**src/rtl/wb_syscon_ctrl.sv**
```systemverilog
// Wishbone system controller: synchronised, stretched reset plus software reset, tick divider and cycle stamp.
// Define WB_SYSCON_WDT_EN to build in the watchdog.
module wb_syscon_ctrl #(
    parameter int unsigned SYNC_STAGES = 2,
    parameter int unsigned RST_CYCLES  = 4,
    parameter int unsigned DIV_WIDTH   = 8,
    parameter int unsigned WDT_WIDTH   = 16,
    parameter int unsigned STAMP_WIDTH = 32
) (
    input  logic                   clk,
    input  logic                   rst,
    input  logic                   sw_rst_req,
    input  logic [DIV_WIDTH-1:0]   div_ratio,
    input  logic                   wdt_kick,
    input  logic [WDT_WIDTH-1:0]   wdt_limit,
    output logic                   wb_rst_o,
    output logic                   rst_done_o,
    output logic                   tick_o,
    output logic [STAMP_WIDTH-1:0] cycle_cnt_o,
    output logic [1:0]             rst_cause_o
);

    localparam int unsigned       HOLD_W    = (RST_CYCLES > 1) ? $clog2(RST_CYCLES) : 1;
    localparam logic [HOLD_W-1:0] HOLD_LOAD = HOLD_W'(RST_CYCLES - 1);
    localparam logic [1:0]        CAUSE_EXT = 2'b01;
    localparam logic [1:0]        CAUSE_SW  = 2'b10;
    localparam logic [1:0]        CAUSE_WDT = 2'b11;

    typedef enum logic [1:0] {
        ST_SYNC,
        ST_HOLD,
        ST_RUN
    } state_t;

    state_t                 state_q, state_d;
    logic [SYNC_STAGES-1:0] sync_q, sync_d;
    logic [HOLD_W-1:0]      hold_q, hold_d;
    logic [DIV_WIDTH-1:0]   div_cnt_q, div_cnt_d;
    logic [STAMP_WIDTH-1:0] stamp_q, stamp_d;
    logic [1:0]             cause_q, cause_d;
    logic                   run_stay;
    logic                   tick;
    logic                   wdt_expire;

`ifdef WB_SYSCON_WDT_EN
    logic [WDT_WIDTH-1:0] wdt_q, wdt_d;

    assign wdt_expire = (state_q == ST_RUN) && (wdt_limit != '0) && !wdt_kick && (wdt_q == wdt_limit);

    always_comb begin
        wdt_d = '0;
        if (run_stay) begin
            wdt_d = wdt_kick ? '0 : wdt_q + WDT_WIDTH'(1);
        end
    end

    always_ff @(posedge clk or negedge rst) begin
        if (!rst) begin
            wdt_q <= '0;
        end else begin
            wdt_q <= wdt_d;
        end
    end
`else
    logic unused_wdt;

    assign wdt_expire = 1'b0;
    assign unused_wdt = ^{wdt_kick, wdt_limit};
`endif

    always_comb begin
        sync_d  = {sync_q[SYNC_STAGES-2:0], 1'b1};
        state_d = state_q;
        hold_d  = hold_q;
        cause_d = cause_q;
        case (state_q)
            // HOLD is entered on the same edge the last stage captures 1, so the
            // release lands SYNC_STAGES+RST_CYCLES edges after rst rises.
            ST_SYNC: begin
                if (sync_d[SYNC_STAGES-1]) begin
                    state_d = ST_HOLD;
                    hold_d  = HOLD_LOAD;
                end
            end
            ST_HOLD: begin
                if (sw_rst_req) begin
                    hold_d  = HOLD_LOAD;
                    cause_d = CAUSE_SW;
                end else if (hold_q == '0) begin
                    state_d = ST_RUN;
                end else begin
                    hold_d = hold_q - HOLD_W'(1);
                end
            end
            ST_RUN: begin
                if (sw_rst_req) begin
                    state_d = ST_HOLD;
                    hold_d  = HOLD_LOAD;
                    cause_d = CAUSE_SW;
                end else if (wdt_expire) begin
                    state_d = ST_HOLD;
                    hold_d  = HOLD_LOAD;
                    cause_d = CAUSE_WDT;
                end
            end
            default: begin
                state_d = ST_SYNC;
            end
        endcase

        run_stay  = (state_q == ST_RUN) && (state_d == ST_RUN);
        tick      = (state_q == ST_RUN) && (div_cnt_q >= div_ratio);
        div_cnt_d = (run_stay && !tick) ? div_cnt_q + DIV_WIDTH'(1) : '0;

        stamp_d = stamp_q;
        if (run_stay) begin
            stamp_d = stamp_q + STAMP_WIDTH'(1);
        end else if (state_q == ST_RUN) begin
            stamp_d = '0;
        end
    end

    always_ff @(posedge clk or negedge rst) begin
        if (!rst) begin
            state_q   <= ST_SYNC;
            sync_q    <= '0;
            hold_q    <= '0;
            div_cnt_q <= '0;
            stamp_q   <= '0;
            cause_q   <= CAUSE_EXT;
        end else begin
            state_q   <= state_d;
            sync_q    <= sync_d;
            hold_q    <= hold_d;
            div_cnt_q <= div_cnt_d;
            stamp_q   <= stamp_d;
            cause_q   <= cause_d;
        end
    end

    assign rst_done_o  = (state_q == ST_RUN) && sync_q[SYNC_STAGES-1];
    assign wb_rst_o    = !rst_done_o;
    assign tick_o      = tick;
    assign cycle_cnt_o = stamp_q;
    assign rst_cause_o = cause_q;

endmodule

```
**config.mk**
```make
export PLATFORM = sky130hd
export DESIGN_NAME = wb_syscon_ctrl
export DESIGN_NICKNAME = d
export VERILOG_FILES = /design/src/rtl/wb_syscon_ctrl.sv
export SDC_FILE = /design/constraint.sdc
export NUM_CORES = 1
export LEC_CHECK = 0
export ABC_AREA = 1
export ABC_CLOCK_PERIOD_IN_PS = 3000
export CORE_AREA = 2 2 75 77
export DETAILED_ROUTE_END_ITERATION = 7
export DIE_AREA = 0 0 77 79
export DONT_BUFFER_PORTS = 1
export PLACE_DENSITY = 0.82
export SLEW_MARGIN = 20
export SYNTH_ARGS = -nofsm -noshare
export SYNTH_HDL_FRONTEND = slang
export SYNTH_SLANG_ARGS = --single-unit
```
**constraint.sdc**
```tcl
create_clock -name clk -period 3 [get_ports clk]
set_input_delay 0.6 -clock clk [delete_from_list [all_inputs] [get_ports clk]]
set_output_delay 0.6 -clock clk [all_outputs]
set_load 0.005 [all_outputs]
```
# Word level (Yosys, flattened, before mapping)
# Index checks and enable logic that the tools add are counted.
dict set report totals {
  regBits 48
  input_bits 28
  output_inout_bits 37
  elab_cells 42
}
dict set report op_classes {
  addsub 3
  order_cmp 1
  eq_ne 6
  mux 13
  reduce_logical 13
}
# op count
set op_table {}
lappend op_table {{$mux 32} 2}
lappend op_table {{$add 32x1->32 const B} 1}
lappend op_table {{$mux 2} 8}
lappend op_table {{$pmux 2 s3} 2}
lappend op_table {{$add 8x1->8 const B} 1}
lappend op_table {{$ge 8x8->1} 1}
lappend op_table {{$mux 8} 1}
lappend op_table {{$eq 2x2->1 const B} 2}
lappend op_table {{$logic_and 1x1->1} 4}
lappend op_table {{$logic_not 2->1} 2}
lappend op_table {{$ne 2x2->1 const B} 2}
lappend op_table {{$reduce_and 4->1} 1}
lappend op_table {{$ne 3x3->1 const B} 1}
lappend op_table {{$reduce_bool 3->1} 1}
lappend op_table {{$eq 2x1->1 const B} 1}
lappend op_table {{$logic_not 1->1} 2}
lappend op_table {{$reduce_and 2->1} 1}
lappend op_table {{$reduce_bool 2->1} 1}
lappend op_table {{$reduce_or 2->1} 1}
lappend op_table {{$sub 2x1->2 const B} 1}

# Longest topological paths before layout
dict set report logic_depth {
  depth_word 8
  ltp_mapped 11
  ltp_nobuf 10
}

# Worst setup path before layout
# OpenSTA, ideal clock, no wires.
dict set report synth_path {
  kind {input -> output}
  startpoint {in div_ratio[5]}
  endpoint {out tick_o}
  arrival_ns 1.356
  path_slack_ns 1.044
  cell_stages 6
  path_cell_list {inv_1 > ha_1 > a21oi_1 > nor2_1 > nor3_1 > a21boi_0}
}
dict set report synth_via {
  elab_chain_len 2
}
# item line_no
set synth_lines {}
lappend synth_lines {{start, declared} 13} ;# input logic [DIV_WIDTH-1:0] div_ratio,
lappend synth_lines {{$ge 8x8->1} 112} ;# tick = (state_q == ST_RUN) && (div_cnt_q >= div_ratio);
lappend synth_lines {{$logic_and 1x1->1} 112}
lappend synth_lines {{end, declared} 18} ;# output logic tick_o,
# Every way passes these cells.

# Worst setup path after layout
dict set report layout_path {
  startpoint {reg div_cnt_q[0]}
  endpoint {out tick_o}
}
dict set report layout_via {
  elab_chain_len 2
}
# item line_no
set layout_lines {}
lappend layout_lines {{start, declared} 38} ;# logic [DIV_WIDTH-1:0] div_cnt_q, div_cnt_d;
lappend layout_lines {{start signal, assigned} 135} ;# div_cnt_q <= div_cnt_d;
lappend layout_lines {{$ge 8x8->1} 112}
lappend layout_lines {{$logic_and 1x1->1} 112}
# Every way passes these cells.

==> reports/metrics.csv <==
stage,metric,value,unit
global_routing,grt_max_degree,48,
logic_synthesis,synth.distinct_cells,31,
global_routing,first_global_vias,2513,
logic_synthesis,ys_ff_latch,48,
worst_setup_path,crit_family,flip-flops,
die,fp-row-count,27,
final_layout,fillers,500,
drt,route.met3.wl,361,um
sta,worst_clock_skew,0.00987,ns
logic_synthesis,yosysMostFrequentCell,nand2_1,
worst_setup_path,critPathLaunchType,register,
final_layout,drive_above_1_share,9.52,%
logic_synthesis,synth_top_cell_by_area,dfrtp_1,
sta,rsz0062_at_grt,no,
status,status,finished clean,
sta,finalSetupTns,0,ns
drt,drc,0,
worst_setup_path,critPathCaptureType,output pin,
drt,dr.pass1.iters,4,
placement,gp_congestion,0.829,
logic_synthesis,synth_common_cells,"113 x nand2_1, 59 x inv_1, 55 x nor2_1",
clock_tree,cts_tree,yes,
sta,whs,0.134,ns
drt,via_count,2522,
clock_tree,cts-resized-gates,0,
clock_tree,clockRootBuffer,clkbuf_8,
placement,hpwl,4.58,mm
die,dieArea,6080,um2
clock_tree,cts_max_path_buffers,2,
power_and_ir_drop,peakVddDrop,0.000257,V
worst_setup_path,crit_buf_inv,1,
worst_setup_path,slowest_delay,0.40,ns
clock_tree,cts.clk_slew.worst_paths,0.08,ns
drt,via_per_inst,5.13,
clock_tree,postCtsHoldBufs,1,
worst_setup_path,slowest_stage,dfrtp_1,
placement,pre_cts_slack,0.962,ns
die,io_pins,65,
min_path,hold_class,primary input to asynchronous set/reset pin,
sta,setup-violations-final,0,
power_and_ir_drop,fin_total_pwr,1.61,mW
sta,min_period,2.15,ns
die,coreArea,5340,um2
drt,drt_first_iter_violations,171,
worst_setup_path,crit_chain,inv_1 -> ha_1 -> o21ai_0 -> nand2_1 -> nand2_1 -> nand2_1 -> nand2_1 -> a21boi_0,
clock_tree,clock_latency,0.30,ns
global_routing,antenna_found_initial,0,
power_and_ir_drop,powerDensity,498,nW/um2
placement,dp.cells,483,
drt,routed-wl-met2,2.99,mm
power_and_ir_drop,leakagePower,1.57,nW
placement,port_buffers,0,
sta,min_period_over_period,71.6,%
final_layout,area_growth,5.82,%
logic_synthesis,synth_flop_cell,dfrtp_1,
clock_tree,cts_buffers,5,
die,start_util,57.1,%
run,drv_cap,0,
drt,drt-met1-wl,2.72,mm
final_layout,finalNonFillerCells,492,
logic_synthesis,syn_nets,458,
drt,drtAntennaViolNets,0,
final_layout,insertedDiodeCount,0,
worst_setup_path,cp.arrival,1.55,ns
die,fp.dieW,77,um
global_routing,overflow,0,
logic_synthesis,synth_edf_count,0,
die,die_y,79,um
logic_synthesis,synth.cell_area,3050,um2
logic_synthesis,ys_seq_area_share,39.4,%
worst_setup_path,crit_required,2.40,ns
final_layout,nNetsFinal,463,
drt,totalWireLength,6.14,mm
sta,finalHoldViolations,0,
logic_synthesis,syn_inst,414,
clock_tree,cts_sinks,48,
sta,layout_setup_ws,0.851,ns
logic_synthesis,yosysWarnings,0,
worst_setup_path,crit_path_frequent_cell,nand2_1,
worst_setup_path,worstPathMaxFanout,4,
clock_tree,cts_setup_buffers,0,
logic_synthesis,async_flop_share,100,%
sta,drv_slew,0,
global_routing,grt_pass1_wl,11.1,mm
drt,wl_per_cell,12.5,um
sta,fmaxAchievable,465,MHz
logic_synthesis,syn_area_per_cell,7.37,um2
drt,routed.top_layer,met4,
global_routing,grt_usage,22.5,%
logic_synthesis,synthTopCellsByArea,"dfrtp_1 39%, nand2_1 14%, inv_1 7.3%",
logic_synthesis,synth_top_area_share,38.6,%
clock_tree,h-tree-depth,2,
worst_setup_path,critical_path_class,register to output pin,
## layout by cell type (no fill, tap or decap), types with 9 or more instances in the layout
| master | instances |
|---|---|
| nand2_1 | 113 |
| inv_1 | 59 |
| nor2_1 | 55 |
| dfrtp_1 | 47 |
| nand3_1 | 32 |
| nor2_2 | 16 |
| ha_1 | 16 |
| nor3_1 | 14 |
| nand4_1 | 10 |
| xor2_1 | 9 |
## power breakdown
| part | internal, mW | switching, mW | leakage (nW) |
|---|---|---|---|
| clock | 0.188 | 0.206 | 0.0455 |
| sequential | 0.744 | 0.136 | 0.641 |
| combinational | 0.124 | 0.209 | 0.886 |
## worst paths after layout
path,startpoint,end,slack [ns],cells after the start
min in group clk,sync_q[0],sync_q[1],0.41,0
max reg2reg,state_q[0],cycle_cnt_o[11],0.94,11
max in group asynchronous,rst,cycle_cnt_o[5],2.65,1
min,rst,rst_cause_o[0],0.13,0
min reg2reg,sync_q[0],sync_q[1],0.41,0
max,div_cnt_q[0],tick_o,0.85,8
## area by class of cell
| type | instances | area [um2] | share of cell area (%) |
|---|---|---|---|
| well taps | 72 | 90.1 | 2.79 |
| clock buffers | 8 | 90.1 | 2.79 |
| multi-input cells | 300 | 1580 | 48.8 |
| flip-flops and latches | 48 | 1200 | 37.2 |
| repair buffers | 2 | 35.0 | 1.09 |
| inverters | 62 | 235 | 7.29 |
## per-stage QoR
step / cell area (um2) / util, %
floorplan: 3050 / -
global placement: 3110 / 58.3
detailed placement: 3110 / 58.3
CTS: 3230 / 60.5
global route: 3230 / 60.5
finish: 3230 / 60.5
## metal layers
layer | vias up | global-route usage [%]
met4 | 0 | 8.21
met3 | 7 | 5.80
met2 | 50 | 38.5
met5 | - | 0
li1 | 1297 | -
met1 | 1168 | 27.8
## sequential cells by signal (all words and copies together) (netlist names)
name and cells:
div_cnt_q 8, hold_q 2, cycle_cnt_o 32, sync_q 2, state_q 2, rst_cause_o 2
## cells by family after synthesis
group / share of synthesized area [%]
AO/OA/AOI/OAI: 2.30
XOR/XNOR: 4.59
adder cells (fa/ha/maj): 6.56
buffers and inverters: 8.94
flip-flops: 39.4
other: 0.123
AND/OR/NAND/NOR: 38.1
Power figures use the tool's default switching activity.
